**config.mk**
```make
export PLATFORM = sky130hd
export DESIGN_NAME = ads1675_frame_packer_flat
export DESIGN_NICKNAME = d
export VERILOG_FILES = /design/src/rtl/ads1675_pkg.sv /design/src/rtl/ads1675_frame_packer_if.sv /design/src/rtl/ads_sync_fifo.sv /design/src/rtl/ads1675_frame_packer.sv /design/src/flat_wrapper.sv
export SDC_FILE = /design/constraint.sdc
export NUM_CORES = 1
export LEC_CHECK = 0
export BUFFER_PORTS_ARGS = -buffer_cell sky130_fd_sc_hd__buf_2
export CELL_PAD_IN_SITES_DETAIL_PLACEMENT = 1
export CELL_PAD_IN_SITES_GLOBAL_PLACEMENT = 1
export CORE_MARGIN = 2
export CORE_UTILIZATION = 57
export CTS_CLUSTER_SIZE = 40
export DETAILED_ROUTE_END_ITERATION = 6
export PLACE_DENSITY = 0.85
export SLEW_MARGIN = 20
export SYNTH_ARGS = -nofsm -noshare
export SYNTH_HDL_FRONTEND = slang
export SYNTH_SLANG_ARGS = --single-unit
```
**constraint.sdc**
```tcl
create_clock -name aclk -period 11.39 [get_ports aclk]
set_clock_uncertainty 0.2 [all_clocks]
set_input_delay 1.7085 -clock aclk [delete_from_list [all_inputs] [get_ports aclk]]
set_output_delay 1.7085 -clock aclk [all_outputs]
set_load 0.005 [all_outputs]
```
**src/rtl/ads1675_pkg.sv**
```systemverilog
// Shared types and constants for the ADS1675 frame packer.
//   state_t    : frame FSM states
//   SYNC_WORD  : upper half of every frame header
//   SEQ_W/CNT_W: frame sequence and overflow counter widths
//   sext24to32 : sign-extend a 24-bit sample into a 32-bit payload word
package ads1675_pkg;

   typedef enum logic [1:0] {
      S_IDLE = 2'd0,
      S_HDR  = 2'd1,
      S_DATA = 2'd2,
      S_TRL  = 2'd3
   } state_t;

   localparam logic [15:0] SYNC_WORD = 16'hA5A5;
   localparam int unsigned SEQ_W     = 16;
   localparam int unsigned CNT_W     = 16;

   function automatic logic [31:0] sext24to32(input logic [23:0] s);
      return {{8{s[23]}}, s};
   endfunction

endpackage

```
**src/rtl/ads1675_frame_packer_if.sv**
```systemverilog
// AXI-Stream-style output bus of the frame packer.
//   m_tdata/m_tvalid/m_tlast : word, valid, end-of-frame (master -> slave)
//   m_tready                 : downstream ready (slave -> master)
interface ads1675_frame_packer_if #(
   parameter int unsigned OW = 32
) ();

   logic [OW-1:0] m_tdata;
   logic          m_tvalid;
   logic          m_tready;
   logic          m_tlast;

   modport master (output m_tdata, output m_tvalid, output m_tlast, input m_tready);
   modport slave  (input m_tdata, input m_tvalid, input m_tlast, output m_tready);

endinterface

```
**src/rtl/ads_sync_fifo.sv**
```systemverilog
// Single-clock sample FIFO with registered write and fall-through head.
//   aclk, areset     : clock, synchronous active-high reset
//   wr_en, wr_data   : push (caller guarantees !full or a same-cycle rd_en)
//   rd_en, rd_data   : pop, head of queue (valid while !empty)
//   full, empty      : status from pointers with one extra wrap bit
module ads_sync_fifo #(
   parameter int unsigned DW    = 24,
   parameter int unsigned DEPTH = 16
) (
   input  logic          aclk,
   input  logic          areset,
   input  logic          wr_en,
   input  logic [DW-1:0] wr_data,
   input  logic          rd_en,
   output logic [DW-1:0] rd_data,
   output logic          full,
   output logic          empty
);

   localparam int unsigned AW = (DEPTH > 1) ? $clog2(DEPTH) : 1;

   logic [DW-1:0] r_mem [DEPTH];
   logic [AW:0]   r_wr_ptr;
   logic [AW:0]   r_rd_ptr;

   // Pointer update; the extra MSB distinguishes full from empty.
   always_ff @(posedge aclk) begin
      if (areset) begin
         r_wr_ptr <= '0;
         r_rd_ptr <= '0;
      end else begin
         if (wr_en) r_wr_ptr <= r_wr_ptr + (AW+1)'(1);
         if (rd_en) r_rd_ptr <= r_rd_ptr + (AW+1)'(1);
      end
   end

   // Storage; a write into the slot being popped when full is safe because
   // the head is consumed combinationally in the same cycle.
   always_ff @(posedge aclk) begin
      if (wr_en) r_mem[r_wr_ptr[AW-1:0]] <= wr_data;
   end

   assign rd_data = r_mem[r_rd_ptr[AW-1:0]];
   assign empty   = (r_wr_ptr == r_rd_ptr);
   assign full    = (r_wr_ptr[AW] != r_rd_ptr[AW]) &&
                    (r_wr_ptr[AW-1:0] == r_rd_ptr[AW-1:0]);

endmodule

```
**src/rtl/ads1675_frame_packer.sv**
```systemverilog
// Packs ADS1675 samples into framed 32-bit stream words:
// header {A5A5, seq}, FRAME_LEN sign-extended payload words and, when
// ADS1675_PACK_CHKSUM_EN is defined, an XOR checksum trailer.
//   aclk, areset  : clock, synchronous active-high reset
//   en            : sample-acceptance enable (does not stall draining)
//   data, valid   : 24-bit signed sample and its one-cycle strobe
//   m_axis        : output stream (master modport)
//   overflow_cnt  : saturating count of samples dropped on a full FIFO
//   busy          : frame in progress or samples queued
module ads1675_frame_packer
   import ads1675_pkg::*;
#(
   parameter int unsigned DW         = 24,
   parameter int unsigned OW         = 32,
   parameter int unsigned FRAME_LEN  = 64,
   parameter int unsigned FIFO_DEPTH = 16
) (
   input  logic                  aclk,
   input  logic                  areset,
   input  logic                  en,
   input  logic [DW-1:0]         data,
   input  logic                  valid,
   ads1675_frame_packer_if.master m_axis,
   output logic [CNT_W-1:0]      overflow_cnt,
   output logic                  busy
);

   localparam int unsigned BW = (FRAME_LEN > 1) ? $clog2(FRAME_LEN) : 1;

   state_t           r_state;
   logic [BW-1:0]    r_beat;
   logic [SEQ_W-1:0] r_seq;
   logic [CNT_W-1:0] r_ovf;
`ifdef ADS1675_PACK_CHKSUM_EN
   logic [OW-1:0]    r_chk;
`endif

   logic          w_push_req;
   logic          w_wr_en;
   logic          w_rd_en;
   logic          w_drop;
   logic          w_full;
   logic          w_empty;
   logic [DW-1:0] w_head;
   logic          w_hs;
   logic          w_last_beat;
   logic [OW-1:0] w_tdata;
   logic          w_tvalid;
   logic          w_tlast;

   ads_sync_fifo #(
      .DW    (DW),
      .DEPTH (FIFO_DEPTH)
   ) u_fifo (
      .aclk    (aclk),
      .areset  (areset),
      .wr_en   (w_wr_en),
      .wr_data (data),
      .rd_en   (w_rd_en),
      .rd_data (w_head),
      .full    (w_full),
      .empty   (w_empty)
   );

   // Push accepted when there is room now or the head leaves this cycle.
   assign w_push_req  = valid && en;
   assign w_hs        = w_tvalid && m_axis.m_tready;
   assign w_rd_en     = (r_state == S_DATA) && w_hs;
   assign w_wr_en     = w_push_req && (!w_full || w_rd_en);
   assign w_drop      = w_push_req && w_full && !w_rd_en;
   assign w_last_beat = (r_beat == BW'(FRAME_LEN - 1));

   // Output word decode from registered state; no input-to-output path.
   always_comb begin
      w_tvalid = 1'b0;
      w_tdata  = '0;
      w_tlast  = 1'b0;
      case (r_state)
         S_HDR: begin
            w_tvalid = 1'b1;
            w_tdata  = OW'({SYNC_WORD, r_seq});
         end
         S_DATA: begin
            w_tvalid = !w_empty;
            w_tdata  = OW'(sext24to32(24'(w_head)));
`ifdef ADS1675_PACK_CHKSUM_EN
            w_tlast  = 1'b0;
`else
            w_tlast  = w_last_beat;
`endif
         end
`ifdef ADS1675_PACK_CHKSUM_EN
         S_TRL: begin
            w_tvalid = 1'b1;
            w_tdata  = r_chk;
            w_tlast  = 1'b1;
         end
`endif
         default: ;
      endcase
   end

   // Frame FSM with beat, sequence, checksum and overflow registers.
   always_ff @(posedge aclk) begin
      if (areset) begin
         r_state <= S_IDLE;
         r_beat  <= '0;
         r_seq   <= '0;
         r_ovf   <= '0;
`ifdef ADS1675_PACK_CHKSUM_EN
         r_chk   <= '0;
`endif
      end else begin
         if (w_drop && (r_ovf != {CNT_W{1'b1}})) r_ovf <= r_ovf + CNT_W'(1);
         case (r_state)
            S_IDLE: begin
               // A push this cycle starts the header without waiting for
               // the FIFO write to land.
               if (!w_empty || w_wr_en) begin
                  r_state <= S_HDR;
`ifdef ADS1675_PACK_CHKSUM_EN
                  r_chk   <= '0;
`endif
               end
            end
            S_HDR: begin
               if (w_hs) begin
                  r_state <= S_DATA;
                  r_beat  <= '0;
`ifdef ADS1675_PACK_CHKSUM_EN
                  r_chk   <= r_chk ^ w_tdata;
`endif
               end
            end
            S_DATA: begin
               if (w_hs) begin
                  r_beat <= r_beat + BW'(1);
`ifdef ADS1675_PACK_CHKSUM_EN
                  r_chk  <= r_chk ^ w_tdata;
                  if (w_last_beat) r_state <= S_TRL;
`else
                  if (w_last_beat) begin
                     r_state <= S_IDLE;
                     r_seq   <= r_seq + SEQ_W'(1);
                  end
`endif
               end
            end
`ifdef ADS1675_PACK_CHKSUM_EN
            S_TRL: begin
               if (w_hs) begin
                  r_state <= S_IDLE;
                  r_seq   <= r_seq + SEQ_W'(1);
               end
            end
`endif
            default: r_state <= S_IDLE;
         endcase
      end
   end

   assign m_axis.m_tdata  = w_tdata;
   assign m_axis.m_tvalid = w_tvalid;
   assign m_axis.m_tlast  = w_tlast;
   assign overflow_cnt    = r_ovf;
   assign busy            = (r_state != S_IDLE) || !w_empty;

endmodule
```
**src/flat_wrapper.sv**
```systemverilog
// flat-port wrapper written by rule: the top's interface ports become plain ports
module ads1675_frame_packer_flat import ads1675_pkg::*;
#(
   parameter int unsigned DW         = 24,
   parameter int unsigned OW         = 32,
   parameter int unsigned FRAME_LEN  = 64,
   parameter int unsigned FIFO_DEPTH = 16
)
  (aclk, areset, en, data, valid, overflow_cnt, busy, m_axis_m_tdata, m_axis_m_tvalid, m_axis_m_tlast, m_axis_m_tready);
  ads1675_frame_packer_if #(.OW(OW)) m_axis_i ();
  input  logic aclk;
  input  logic areset;
  input  logic en;
  input  logic [DW-1:0] data;
  input  logic valid;
  output logic [CNT_W-1:0] overflow_cnt;
  output logic busy;
  output wire logic [$bits(m_axis_i.m_tdata)-1:0] m_axis_m_tdata;
  output wire logic [$bits(m_axis_i.m_tvalid)-1:0] m_axis_m_tvalid;
  output wire logic [$bits(m_axis_i.m_tlast)-1:0] m_axis_m_tlast;
  input wire logic [$bits(m_axis_i.m_tready)-1:0] m_axis_m_tready;
  assign m_axis_m_tdata = m_axis_i.m_tdata;
  assign m_axis_m_tvalid = m_axis_i.m_tvalid;
  assign m_axis_m_tlast = m_axis_i.m_tlast;
  assign m_axis_i.m_tready = m_axis_m_tready;
  ads1675_frame_packer #(.DW(DW), .OW(OW), .FRAME_LEN(FRAME_LEN), .FIFO_DEPTH(FIFO_DEPTH)) u_core (.aclk(aclk), .areset(areset), .en(en), .data(data), .valid(valid), .m_axis(m_axis_i), .overflow_cnt(overflow_cnt), .busy(busy));
endmodule
```
[After elaboration in Yosys (flattened, before gate mapping)]
Memory sizes are Yosys's and may differ from the RTL's. A register that Yosys moved wholly into a read port is not among the register bits.
Index checks and enable logic that the tools add are counted.
Word-level totals
  flip-flop bits (word level): 50
  bits in writable memories: 384
  input port bits: 29
  output and inout port bits: 51
  memories kept: 1
Cells by class
  add/sub/neg operators: 5
  equality and inequality tests: 11
  mux-type cells: 15
  reductions and logical operators: 20
Memories
  u_core.u_fifo.r_mem: depth 16, bits a word 24, rd ports 1, clocked after Yosys merged registers in 1, write ports 1, line ads_sync_fifo.sv:22  | logic [DW-1:0] r_mem [DEPTH];
Operator list (count)
  32-bit one-hot mux with 2 select lines: 1
  16-bit by 1-bit adder with 16-bit output, second input constant: 2
  16-bit != test, second input constant: 1
  6-bit 2-to-1 mux: 2
  6-bit one-hot mux with 2 select lines: 1
  5-bit by 1-bit adder with 5-bit output, second input constant: 2
  1-bit logical AND: 8
  2-bit 2-to-1 mux: 4
  4-bit 2-to-1 mux: 2
  2-bit by 1-bit != test with 1-bit output, second input constant: 4
  6-bit by 1-bit adder with 6-bit output, second input constant: 1
  6-bit equality test, second input constant: 1
  2-bit one-hot mux with 3 select lines: 1
  3-bit AND reduction: 2
  5-bit equality test: 1
  4-bit equality test: 1
  4-bit AND reduction: 1
  2-bit nonzero test: 2
  1-bit zero test: 3
  1-bit logical OR: 3
  1-bit 2-to-1 mux: 3
  2-bit by 1-bit equality test with 1-bit output, second input constant: 1
  2-bit equality test, second input constant: 1
  2-bit zero test: 1
  other kinds (2): 2

[Depth between registers and ports, before layout]
Gate-level depths: netlist (run 1).
  word-level depth: 10
  depth in mapped cells: 10
  depth with buffers taken out: 7

[Modules after synthesis]
From an unflattened synthesis (run 1), not the netlist that was laid out.
Unflattened totals
  cells, all modules: 1013
  area total of the unflattened synthesis: 17808.3 µm²
By module, submodules not included
  ads_sync_fifo: times used 1, cells an instance 670, area each 15060.7 µm², seq. area each 11811.3 µm²
  ads1675_frame_packer: times used 1, cells an instance 343, area each 2747.6 µm², seq. area each 800.8 µm²

[Least setup slack after synthesis (run 1)]
Ideal clock, no wire load.
  kind: input to register
  start point: input port m_axis_m_tready
  end point: memory u_core.u_fifo.r_mem[0][0], enable pin
  library setup time: 0.435 ns
  arrival time: 4.389 ns
  data required time: 10.755 ns
  path slack: 6.366 ns
  stages on the path: 6
  path through: and3_1 clkbuf_1 nor2_1 a21oi_1 nand2_1 nor3_1
Between the ends
  word-level cells in the longest chain between the ends: 6
Ends and longest elaborated chain
  from (decl): line flat_wrapper.sv:21  | input wire logic [$bits(m_axis_i.m_tready)-1:0] m_axis_m_tready;
  1-bit logical AND: line ads1675_frame_packer.sv:67  | assign w_hs = w_tvalid && m_axis.m_tready;
  1-bit logical AND: line ads1675_frame_packer.sv:68  | assign w_rd_en = (r_state == S_DATA) && w_hs;
  1-bit logical OR: line ads1675_frame_packer.sv:69  | assign w_wr_en = w_push_req && (!w_full || w_rd_en);
  1-bit logical AND: line ads1675_frame_packer.sv:69
  1-bit 2-to-1 mux: line ads_sync_fifo.sv:40  | if (wr_en) r_mem[r_wr_ptr[AW-1:0]] <= wr_data;
  1-bit 2-to-1 mux (not written as such): line ads_sync_fifo.sv:40
  to (decl): line ads_sync_fifo.sv:22
No other way between the ends.

==> summary.txt, run 1 <==
Drt
  • Residual DRC count: 0
  • Vias/cell: about 6.9
  • Final wirelength: 49100 um
  • Starting DRT DRC Count: 1247
  • Initial DRT Pass Iterations: 5
  • Wire length per cell: between 30 and 40 um
  • Routed Antenna Nets: 0
  • Vias post-DR: 10214

Final layout
  • Layout cell share with drive strength beyond 1: between 20 and 30%
  • Finished Layout Cells: around 1500
  • Nets: 1083
  • Syn-to-layout area delta: 14.1%

Synth
  • Mapped cell area: ~18000 sq um
  • Largest cells by area after synthesis: edfxtp_1 (65%), mux4_2 (15%), dfxtp_1 (6.1%)
  • Seq/Total Area, Yosys: 71.2%
  • Post-synth top cells: edfxtp_1 (384), mux4_2 (116), nor2_1 (57)
  • Synthesized flop and latch total: 438
  • Top-count cell post-synth: edfxtp_1
  • Post-Synthesis Cells: 960
  • Synth Area per Inst: 18.5 sq um
  • Async S/R FF share, synth: 0%
  • Synth area leader: edfxtp_1
  • Synth top area share: between 60% and 70%
  • Number of synthesized flops with an enable pin: 384
  • Syn Nets: between 1000 and 1500
  • Post-synthesis cell type count: 53
  • Top FF cell, synth: edfxtp_1
  • YS warnings: 0

Clock tree
  • TritonCTS clock tree: done
  • Clk Latency, worst-skew pair: 0.56 ns
  • Post-CTS Setup Bufs: 0
  • Worst-path clk slew: 0.07 ns
  • Post-CTS Resized: 0
  • Clk sinks: approximately 440
  • Post-cts hold buffer count: 0
  • Num CTS Buffers: 44
  • Htree depth: 2
  • Root Buffer Master: clkbuf_16
  • Longest Clk Path Bufs: 3

Timing
  • Worst slew pin tran: about 1.2 ns
  • Max Clk Rate: roughly 160 MHz
  • RSZ-0062 raised after global routing: false
  • Final Hold Viols: 0
  • Pins Over Slew Limit: 0
  • Final setup violation count: 0
  • Total Neg Setup Slack: 0 ns
  • Slew HR: between 15 and 20%
  • Tcrit/Tclk final: a little over half
  • Tmin final: between 6 and 7 ns

Worst setup path
  • CP max stage cell: a211oi_1
  • Critical path class: register to output pin
  • Crit-path cells: buf_4, mux4_2, nor2b_1, a211oi_1, a211oi_1, or2_2, buf_2
  • Crit-path most repeated cell: a211oi_1
  • R2R depth: 8
  • CP max stage delay: around 1.1 ns
  • CP endpoint kind: output pin
  • Critical Path Start Type: register
  • Crit-path max FO: 47
  • WP data arrival: between 4 and 5 ns
  • Worst endpoint required time: approximately 9.5 ns

Die
  • Initial Utilization: between 50% and 60%
  • Die ar.: roughly 33000 sq um
  • Die extent in y: approximately 180 um
  • Die Wd: roughly 180 um
  • # rows: between 60 and 70
  • I/O Pins: 80
  • Core area: 30600 sq um

Power and ir drop
  • Worst vdd ir: ~0.0001 V
  • Power, Total: roughly 3500 uW
  • Leakage: about 0.0064 uW
  • Pwr/cell area: between 150 and 200 nW/um^2

Placement
  • GPL Wtd Cong: between 0.7 and 0.8
  • HPWL after detailed placement: between 20000 and 25000 um
  • Placed cells: approximately 1400
  • Number of port buffers: just under 80

GRT
  • Vias in the first global route: between 10000 and 15000
  • First-pass GRT wire length: 67700 um
  • Initial antenna violation count: 2
  • Largest net degree at the start of global routing: 70
  • Gr ovfl total: 0
  • GRT Overall Usage: 28.3%

Worst hold path
  • Hold depth: 2
  • Worst Hold Class: register to register

Flow run
  • Max-cap violations: 0

Status
  • Status: finished, final reports clean
## final cells by class
type | count | area, sq um
Clock inverter | 28 | 309
Inverter | 11 | 41.3
Multi-Input combinational cell | 452 | 4890
Sequential cell | 438 | 12600
Clock buffer | 53 | 1200
Timing Repair Buffer | 95 | 648
Tap cell | 396 | 495
Antenna cell | 1 | 2.50
Fill cell | 2564 | 10400
## cells by family after synthesis
| group | after synthesis | synth area share [%] |
|---|---|---|
| mux | 128 | 15.5 |
| buf+inv | 70 | 1.90 |
| flops | 438 | 71.2 |
| xor+xnor | 17 | 0.840 |
| fa+ha+maj | 12 | 0.847 |
| compound gates | 84 | 3.52 |
| simple gates | 211 | 6.22 |
## placed cells by master (no fill, tap or decap), types with 6 or more instances in the layout
cell,instances
a211oi_1,8
a21oi_1,14
a32o_1,17
buf_16,6
buf_2,79
buf_4,9
bufinv_16,6
clkbuf_1,6
clkbuf_16,47
clkinv_1,8
dfxtp_1,50
edfxtp_1,384
ha_1,12
inv_1,11
mux2_2,8
mux4_2,116
nand2_1,35
nand2b_1,7
nand3_1,17
nand4_1,12
nor2_1,46
nor2_4,11
nor2b_1,24
nor3_1,7
o21ai_0,17
or3_1,8
or4_1,11
xnor2_1,12
## stage by stage
| step | area [sq um] | worst slack (ns) | hold WS (ns) | utilization (%) |
|---|---|---|---|---|
| 2_1_floorplan | 17700 | 6.37 | 0.258 | - |
| 3_5_place_dp | 18500 | 5.46 | 0.289 | 60.5 |
| 4_1_cts | 20000 | 4.87 | 0.304 | 65.4 |
| 5_1_grt | 20200 | 5.03 | 0.340 | 66.1 |
| 3_3_place_gp | 18500 | 5.69 | 0.274 | 60.5 |
| 6_report | 20200 | 5.26 | 0.308 | 66.1 |
## worst max-delay path, delay by kind of cell (launching register included)
kind                   cells  cell delay (ns)
buffers and inverters      2             0.95
AOI/OAI and AO/OA          2             1.14
and+or+nand+nor            2             0.46
muxes                      1             0.37
DFF                        1             0.68
## power by group
part	switching (uW)	internal [uW]
logic	138	56.1
clock network	645	892
registers	6.78	1750
total	789	2700
## flip-flops by register name, summed over array words and instances, names as in the netlist, named ones only
register	flops
u_core.u_fifo.r_mem	384
u_core.overflow_cnt	16
u_core.r_seq	16
u_core.r_beat	6
u_core.u_fifo.r_rd_ptr	5
u_core.u_fifo.r_wr_ptr	5
u_core.r_state	2
## per-layer routing
layer,vias to the layer above,routed length [um],GRT usage (%)
met5,-,13,0
met4,2,1950,10.5
met3,126,4230,6.49
met2,639,23900,45.4
met1,5365,19000,38.4
li1,4082,-,-
## final timing paths
| path | start | endpoint | slack (ns) |
|---|---|---|---|
| setup / recovery | register | m_axis_m_tdata[26] | 5.26 |
| hold / removal | u_core.overflow_cnt[5]$_SDFFE_PP0P_ | u_core.overflow_cnt[5]$_SDFFE_PP0P_ | 0.31 |
| setup reg to reg | u_core.r_state[0]$_SDFFE_PP0P_ | u_core.u_fifo.r_mem[1][4]$_DFFE_PP_ | 6.54 |
| hold reg to reg | u_core.overflow_cnt[5]$_SDFFE_PP0P_ | u_core.overflow_cnt[5]$_SDFFE_PP0P_ | 0.31 |
Power figures use the tool's default switching activity.
==> run 2, diff against run 1 <==
--- a/config.mk
+++ b/config.mk
@@ -5,14 +5,15 @@
 export SDC_FILE = /design/constraint.sdc
 export NUM_CORES = 1
 export LEC_CHECK = 0
+export ABC_AREA = 1
 export BUFFER_PORTS_ARGS = -buffer_cell sky130_fd_sc_hd__buf_2
 export CELL_PAD_IN_SITES_DETAIL_PLACEMENT = 1
 export CELL_PAD_IN_SITES_GLOBAL_PLACEMENT = 1
 export CORE_MARGIN = 2
-export CORE_UTILIZATION = 57
+export CORE_UTILIZATION = 45
 export CTS_CLUSTER_SIZE = 40
 export DETAILED_ROUTE_END_ITERATION = 6
-export PLACE_DENSITY = 0.85
+export PLACE_DENSITY = 0.76
 export SLEW_MARGIN = 20
 export SYNTH_ARGS = -nofsm -noshare
 export SYNTH_HDL_FRONTEND = slang
==> constraint.sdc (replaced) <==
create_clock -name aclk -period 5.15 [get_ports aclk]
set_clock_uncertainty 0.2 [all_clocks]
set_input_delay 0.7725 -clock aclk [delete_from_list [all_inputs] [get_ports aclk]]
set_output_delay 0.7725 -clock aclk [all_outputs]
set_load 0.005 [all_outputs]
==> run 2 against run 1 <==
Flip-flop and latch count stayed put. Final cell count is 48% higher. Count of clock-buffer cells in the layout up 16. Synthesized area grew 3.5%. Clock power is 120% higher. Global-route usage shrank 3.4 points. Register-to-register slack worse by 5.4 ns. First-iteration DRC count shrank 25%. Worst setup slack worse by 4.2 ns. Routed wire length rose by 6.1%. Cell area is 2.5% higher. Power rose by 130%. Critical endpoint is now m_axis_m_tdata[7].
==> summary.txt, run 2 <==
Die
  • Core area: 40000 sq um (+31%)
  • Initial Utilization: 45.8% (-12 points)
  • I/O Pins: 80 (unchanged)
  • Die extent in y: 206 um (+14%)
  • Die ar.: 42400 sq um (+30%)
  • Die Wd: 206 um (+14%)
  • # rows: 73 (+14%)

Timing
  • Worst slew pin tran: 1.05 ns (-0.195 ns)
  • Tmin final: approximately 4.1 ns
  • Total Neg Setup Slack: 0 ns (unchanged)
  • Setup slack after layout: 1.01 ns (-4.25 ns)
  • Pins Over Slew Limit: 0 (unchanged)
  • Tcrit/Tclk final: approximately 80%
  • RSZ-0062 raised after global routing: false
  • Max Clk Rate: approximately 240 MHz
  • Slew HR: 29.7% (+13 points)
  • Final setup violation count: 0 (unchanged)
  • Final Hold Viols: 0 (unchanged)

Synth
  • Largest cells by area after synthesis: edfxtp_1 (63%), o21ai_0 (5.9%), dfxtp_1 (5.9%)
  • Top-count cell post-synth: edfxtp_1
  • Syn Nets: 1618 (+62%)
  • YS warnings: 0 (unchanged)
  • Synth top area share: 62.9% (-2.2 points)
  • Post-Synthesis Cells: 1577 (+64%)
  • Synth Area per Inst: 11.6 sq um (-37%)
  • Post-synth top cells: edfxtp_1 (384), nor2_1 (274), o21ai_0 (217)
  • Synthesized flop and latch total: 438 (unchanged)
  • Post-synthesis cell type count: 39 (-26%)
  • Seq/Total Area, Yosys: 68.8% (-2.4 points)
  • Mapped cell area: 18300 sq um (+3.5%)
  • Top FF cell, synth: edfxtp_1
  • Synth area leader: edfxtp_1
  • Number of synthesized flops with an enable pin: 384 (unchanged)
  • Async S/R FF share, synth: 0% (unchanged)

Power and ir drop
  • Worst vdd ir: 0.000228 V (+130%)
  • Leakage: 0.00688 uW (+7.4%)
  • Pwr/cell area: 381 nW/um^2 (+120%)

Worst setup path
  • CP endpoint kind: output pin
  • Worst r2r dst: u_core.u_fifo.r_mem[12][12]$_DFFE_PP_
  • Critical path class: register to output pin
  • Slack of the worst reg-to-reg path: 1.12 ns (-5.42 ns)
  • Worst reg2reg startpoint: u_core.r_state[0]$_SDFFE_PP0P_
  • Crit-path max FO: 69 (+47%)
  • R2R depth: 10 (+2)
  • Critical Path Start Type: register
  • Worst endpoint required time: 4.18 ns (-5.30 ns)
  • WP data arrival: 3.17 ns (-1.05 ns)

Clock tree
  • Post-cts hold buffer count: 0 (unchanged)
  • Num CTS Buffers: 47 (+6.8%)
  • Clk Latency, worst-skew pair: 0.58 ns (+0.02 ns)
  • Clk sinks: 438 (unchanged)
  • Htree depth: 2 (unchanged)
  • Post-CTS Resized: 0 (unchanged)
  • Worst-path clk slew: 0.06 ns (about the same)
  • Root Buffer Master: clkbuf_16
  • Post-CTS Setup Bufs: 0 (unchanged)
  • Longest Clk Path Bufs: 3 (unchanged)
  • TritonCTS clock tree: done

Drt
  • Initial DRT Pass Iterations: 5 (unchanged)
  • Vias/cell: 5.86 (-15%)
  • Starting DRT DRC Count: 938 (-25%)
  • Wire length per cell: 23.9 um (-28%)
  • Vias post-DR: 12796 (+25%)
  • Final wirelength: 52100 um (+6.1%)
  • Routed Antenna Nets: 0 (unchanged)
  • Residual DRC count: 0 (unchanged)

Final layout
  • Nets: 1658 (+53%)
  • Syn-to-layout area delta: 13.0%
  • Commonest non-fill, non-tap cell in the layout: edfxtp_1
  • Commonest cells after routing, fill and taps aside: edfxtp_1 (384), nor2_1 (258), o21ai_0 (217)
  • Layout cell share with drive strength beyond 1: 13.0% (-17 points)
  • Max reg flops: 384 (unchanged)

Worst hold path
  • Worst Hold Class: register to register
  • Hold depth: 2 (unchanged)
  • Hold Startpoint: u_core.r_seq[8]$_SDFFE_PP0P_
  • Hold EP: u_core.r_seq[8]$_SDFFE_PP0P_

GRT
  • Vias in the first global route: 13533 (+30%)
  • Largest net degree at the start of global routing: 127 (+81%)
  • First-pass GRT wire length: 79600 um (+18%)
  • Gr ovfl total: 0 (unchanged)
  • GRT Overall Usage: 24.9% (-3.4 points)
  • Initial antenna violation count: 0 (-2)

Placement
  • GPL Wtd Cong: 0.835 (+11%)
  • HPWL after detailed placement: 30700 um (+28%)
  • Pre-CTS WS: 1.09 ns (-4.37 ns)
  • Number of port buffers: 79 (unchanged)

Flow run
  • Max-cap violations: 0 (unchanged)

Status
  • Status: finished, final reports clean
## run 2: cell count changes in the layout (fill, tap and decap cells not counted), sizes merged, moves of 51 or more
cell,previous run,this run
nand2,35,141
o22ai,0,55
nand3,17,68
mux4,116,0
o21ai,17,252
nor2,57,278
## run 2: layout make-up
class / count / area, sq um
fillers: 4123 / 19300
flip-flops and latches: 438 / 12600
multi-input cells: 985 / 5160
clock buffers: 69 / 1300
well taps: 525 / 657
repair buffers: 93 / 551
clock inverters: 19 / 233
inverters: 52 / 198
diodes: 1 / 2.50
## run 2: metrics by stage
step / std cells / utilization, % / hold WS [ns] / cell area, sq um / total power [uW]
2_1_floorplan: 1577 / - / 0.239 / 18300 / 4330
3_3_place_gp: 2093 / 48.0 / 0.248 / 19200 / 4530
3_5_place_dp: 2093 / 48.0 / 0.265 / 19200 / 4560
4_1_cts: 2181 / 51.8 / 0.274 / 20700 / 7940
5_1_grt: 2181 / 51.8 / 0.309 / 20700 / 8120
6_report: 2182 / 51.8 / 0.271 / 20700 / 7900
## run 2: logic make-up (layout without fill, tap and decap cells)
group / count (synthesis) / in the layout / share of synthesized area (%)
buffers and inverters: 154 / 233 / 3.71
XOR/XNOR: 34 / 34 / 1.62
AND/OR/NAND/NOR: 525 / 525 / 12.2
other: 0 / 1 / 0
adder cells (fa/ha/maj): 12 / 12 / 0.819
flip-flops: 438 / 438 / 68.8
AO/OA/AOI/OAI: 414 / 414 / 12.9
## run 2: report_power, final
part	internal [uW]	switching, uW
Clock	2000	1410
Combinational	161	418
Sequential	3890	19.7
## run 2: routing by layer
layer  up-vias  wire (um)  global-route usage [%]
met5         -          0                       0
met4         0       1520                    7.81
met3        91       2310                    3.60
met2       341      26200                    43.2
met1      6566      22100                    32.2
li1       5798          -                       -
## run 2: worst max-delay path by stage
stage / start / end / cells after the start
2_1_floorplan: u_core.r_state[0]$_SDFFE_PP0P_ / u_core.u_fifo.r_mem[0][0]$_DFFE_PP_ / 11
3_3_place_gp: u_core.r_state[0]$_SDFFE_PP0P_ / u_core.u_fifo.r_mem[13][7]$_DFFE_PP_ / 10
3_5_place_dp: u_core.r_state[0]$_SDFFE_PP0P_ / u_core.u_fifo.r_mem[13][6]$_DFFE_PP_ / 10
4_1_cts: register / m_axis_m_tdata[7] / 9
5_1_grt: u_core.r_state[0]$_SDFFE_PP0P_ / u_core.u_fifo.r_mem[13][12]$_DFFE_PP_ / 10
6_report: register / m_axis_m_tdata[7] / 9
## run 2: worst max-delay path, cell delays in order (launching register included)
cell	delay [ns]
dfxtp_4	0.36
inv_4	0.51
buf_4	0.52
o21ai_0	0.15
o22ai_1	0.19
o21ai_1	0.09
nand2_1	0.09
nand3_1	0.27
o21ai_0	0.21
buf_2	0.15
==> run 3, diff against run 2 <==
--- a/config.mk
+++ b/config.mk
@@ -5,12 +5,12 @@
 export SDC_FILE = /design/constraint.sdc
 export NUM_CORES = 1
 export LEC_CHECK = 0
-export ABC_AREA = 1
+export ABC_AREA = 0
 export BUFFER_PORTS_ARGS = -buffer_cell sky130_fd_sc_hd__buf_2
 export CELL_PAD_IN_SITES_DETAIL_PLACEMENT = 1
 export CELL_PAD_IN_SITES_GLOBAL_PLACEMENT = 1
 export CORE_MARGIN = 2
-export CORE_UTILIZATION = 45
+export CORE_UTILIZATION = 48
 export CTS_CLUSTER_SIZE = 40
 export DETAILED_ROUTE_END_ITERATION = 6
 export PLACE_DENSITY = 0.76
==> constraint.sdc (replaced) <==
create_clock -name aclk -period 3.52 [get_ports aclk]
set_clock_uncertainty 0.2 [all_clocks]
set_input_delay 0.528 -clock aclk [delete_from_list [all_inputs] [get_ports aclk]]
set_output_delay 0.528 -clock aclk [all_outputs]
set_load 0.005 [all_outputs]
==> run 3 against run 2 <==
Non-clock buffer count increased by 41. Flip-flop and latch count stayed put. Utilization is 5.0 points higher. Critical endpoint is now m_axis_m_tdata[2]. Cell area is essentially flat. Critical path depth decreased by 3. Count of clock-buffer cells in the layout shrank 15. Clock power increased by 42%. Hold slack got worse by 0.13 ns. First-iteration DRC count is 20% lower. Global-route usage is 1.6 points lower.
==> summary.txt, run 3 (same netlist as run 1, synthesis figures left out) <==
Status
  • Status: finished, final reports clean

Worst setup path
  • Worst reg2reg startpoint: u_core.r_state[0]$_SDFFE_PP0P_
  • Worst r2r dst: u_core.u_fifo.r_mem[1][13]$_DFFE_PP_
  • R2R depth: 9 (-1)
  • Critical path class: register to output pin
  • Worst endpoint required time: 2.79 ns (-1.39 ns)
  • CP endpoint kind: output pin
  • Critical Path Start Type: register
  • Crit-path max FO: 16 (-77%)
  • Slack of the worst reg-to-reg path: 0.41 ns (-0.71 ns)
  • WP data arrival: 2.77 ns (-0.40 ns)

Clock tree
  • Clk sinks: 438 (unchanged)
  • Clk Latency, worst-skew pair: 0.56 ns (-0.02 ns)
  • Num CTS Buffers: 45 (-4.3%)
  • Htree depth: 2 (unchanged)
  • Worst-path clk slew: 0.06 ns (about the same)
  • Longest Clk Path Bufs: 3 (unchanged)
  • TritonCTS clock tree: done
  • Root Buffer Master: clkbuf_16

Drt
  • Final wirelength: 44000 um (-16%)
  • Wire length per cell: 27.7 um (+16%)
  • Vias post-DR: 9712 (-24%)
  • Initial DRT Pass Iterations: 5 (unchanged)
  • Routed Antenna Nets: 0 (unchanged)
  • Starting DRT DRC Count: 750 (-20%)
  • Residual DRC count: 0 (unchanged)
  • Vias/cell: 6.12 (+4.4%)

Timing
  • Max Clk Rate: approximately 290 MHz
  • Worst slew pin tran: 1.05 ns (-0.000543 ns)
  • Slew HR: 29.8% (+0.036 points)
  • Pins Over Slew Limit: 0 (unchanged)
  • RSZ-0062 raised after global routing: true
  • Final setup violation count: 0 (unchanged)
  • Tmin final: approximately 3.5 ns
  • Tcrit/Tclk final: between 90 and 100%
  • Hold WS: 0.137 ns (-0.134 ns)
  • Total Neg Setup Slack: 0 ns (unchanged)
  • Final Hold Viols: 0 (unchanged)
  • Setup slack after layout: 0.0173 ns (-0.993 ns)

GRT
  • Vias in the first global route: 9994 (-26%)
  • GRT Overall Usage: 23.3% (-1.6 points)
  • Largest net degree at the start of global routing: 40 (-69%)
  • Gr ovfl total: 0 (unchanged)
  • First-pass GRT wire length: 64800 um (-19%)
  • Initial antenna violation count: 6 (+6)

Worst hold path
  • Worst Hold Class: input port to register
  • Hold EP: u_core.u_fifo.r_mem[0][20]$_DFFE_PP_
  • Hold Startpoint: data[20]
  • Hold depth: 1 (-1)

Power and ir drop
  • Switch share: 21.5% (-1.9 points)
  • Worst vdd ir: 0.000446 V (+96%)
  • Pwr/cell area: 539 nW/um^2 (+41%)
  • Internal power: 8760 uW (+45%)
  • Leakage: 0.00662 uW (-3.8%)
  • Combinational share of power: 5.7% (-1.6 points)
  • Clock power share: 43.3% (about the same)
  • Sequential fraction of design power: 51.0% (+1.5 points)
  • Sw Pwr: 2400 uW (+30%)

Die
  • Die extent in y: 196 um (-4.7%)
  • # rows: 70 (-4.1%)
  • Core area: 36400 sq um (-8.9%)
  • Initial Utilization: 48.6% (+2.8 points)
  • Die Wd: 196 um (-4.7%)
  • I/O Pins: 80 (unchanged)
  • Die ar.: 38500 sq um (-9.2%)

Final layout
  • Multi-input gate area: 4930 sq um (-4.4%)
  • Syn-to-layout area delta: 16.9%
  • Fillers: 3254 (-21%)
  • Register Area: 12600 sq um (about the same)
  • Layout cell share with drive strength beyond 1: 32.2% (+19 points)
  • Commonest non-fill, non-tap cell in the layout: edfxtp_1
  • Max reg flops: 384 (unchanged)
  • Nets: 1123 (-32%)
  • Commonest cells after routing, fill and taps aside: edfxtp_1 (384), mux4_2 (116), buf_2 (79)

Placement
  • Pre-CTS WS: 0.388 ns (-0.700 ns)
  • Number of port buffers: 79 (unchanged)
  • GPL Wtd Cong: 0.753 (-9.8%)
  • HPWL after detailed placement: 25500 um (-17%)

Flow run
  • Max-cap violations: 0 (unchanged)
[run 3: worst max path at each step]
stage,startpoint,to
final,register,m_axis_m_tdata[2]
after global routing,register,m_axis_m_tdata[13]
after CTS,register,m_axis_m_tdata[2]
after detailed placement,register,m_axis_m_tdata[16]
after global placement,register,m_axis_m_tdata[13]
after floorplan,u_core.r_state[0]$_SDFFE_PP0P_,u_core.u_fifo.r_mem[4][0]$_DFFE_PP_
[run 3: power groups by stage]
stage	Clock [uW]	Sequential [uW]	Combinational, uW
5_1_grt	5080	5690	694
2_1_floorplan	0	5800	356
3_3_place_gp	0	5800	601
3_5_place_dp	0	5800	619
6_report	4830	5690	637
4_1_cts	4920	5690	628
[run 3: metal layers]
metal / vias to the layer above / global-route usage, % / share of wire (%)
met3: 82 / 5.59 / 6.8
met1: 5083 / 31.0 / 41
met4: 8 / 7.74 / 2.5
li1: 4158 / - / -
met2: 381 / 38.2 / 50
met5: - / 0 / 0.11
[run 3: cell type report]
class,count,share of cell area [%]
Antenna cell,2,0.0242
Clock inverter,28,1.37
Timing Repair Buffer,134,5.01
Multi-Input combinational cell,452,23.8
Clock buffer,54,5.81
Tap cell,468,2.83
Inverter,11,0.199
Sequential cell,438,60.9
[run 3: critical path, stage by stage (launching register included)]
cell and delay (ns):
dfxtp_4 0.37, buf_12 0.14, buf_16 0.18, mux4_2 0.52
mux4_2 0.56, a32o_2 0.31, buf_2 0.13
[run 3: timing repair]
action	4_1_cts	5_1_grt
buffers inserted	7	1
hold buffers	0	0
resized for setup	6	10
pin swaps	2	3
endpoints found under the setup margin	32	32
[run 3: per-stage QoR]
stage          instances  total power (uW)  util, %  instance area, sq um
2_1_floorplan        960              6160        -                 17700
3_3_place_gp        1496              6400     52.4                 19100
6_report            1587             11200     56.8                 20700
4_1_cts             1585             11200     56.7                 20700
5_1_grt             1587             11500     56.8                 20700
3_5_place_dp        1496              6420     52.4                 19100
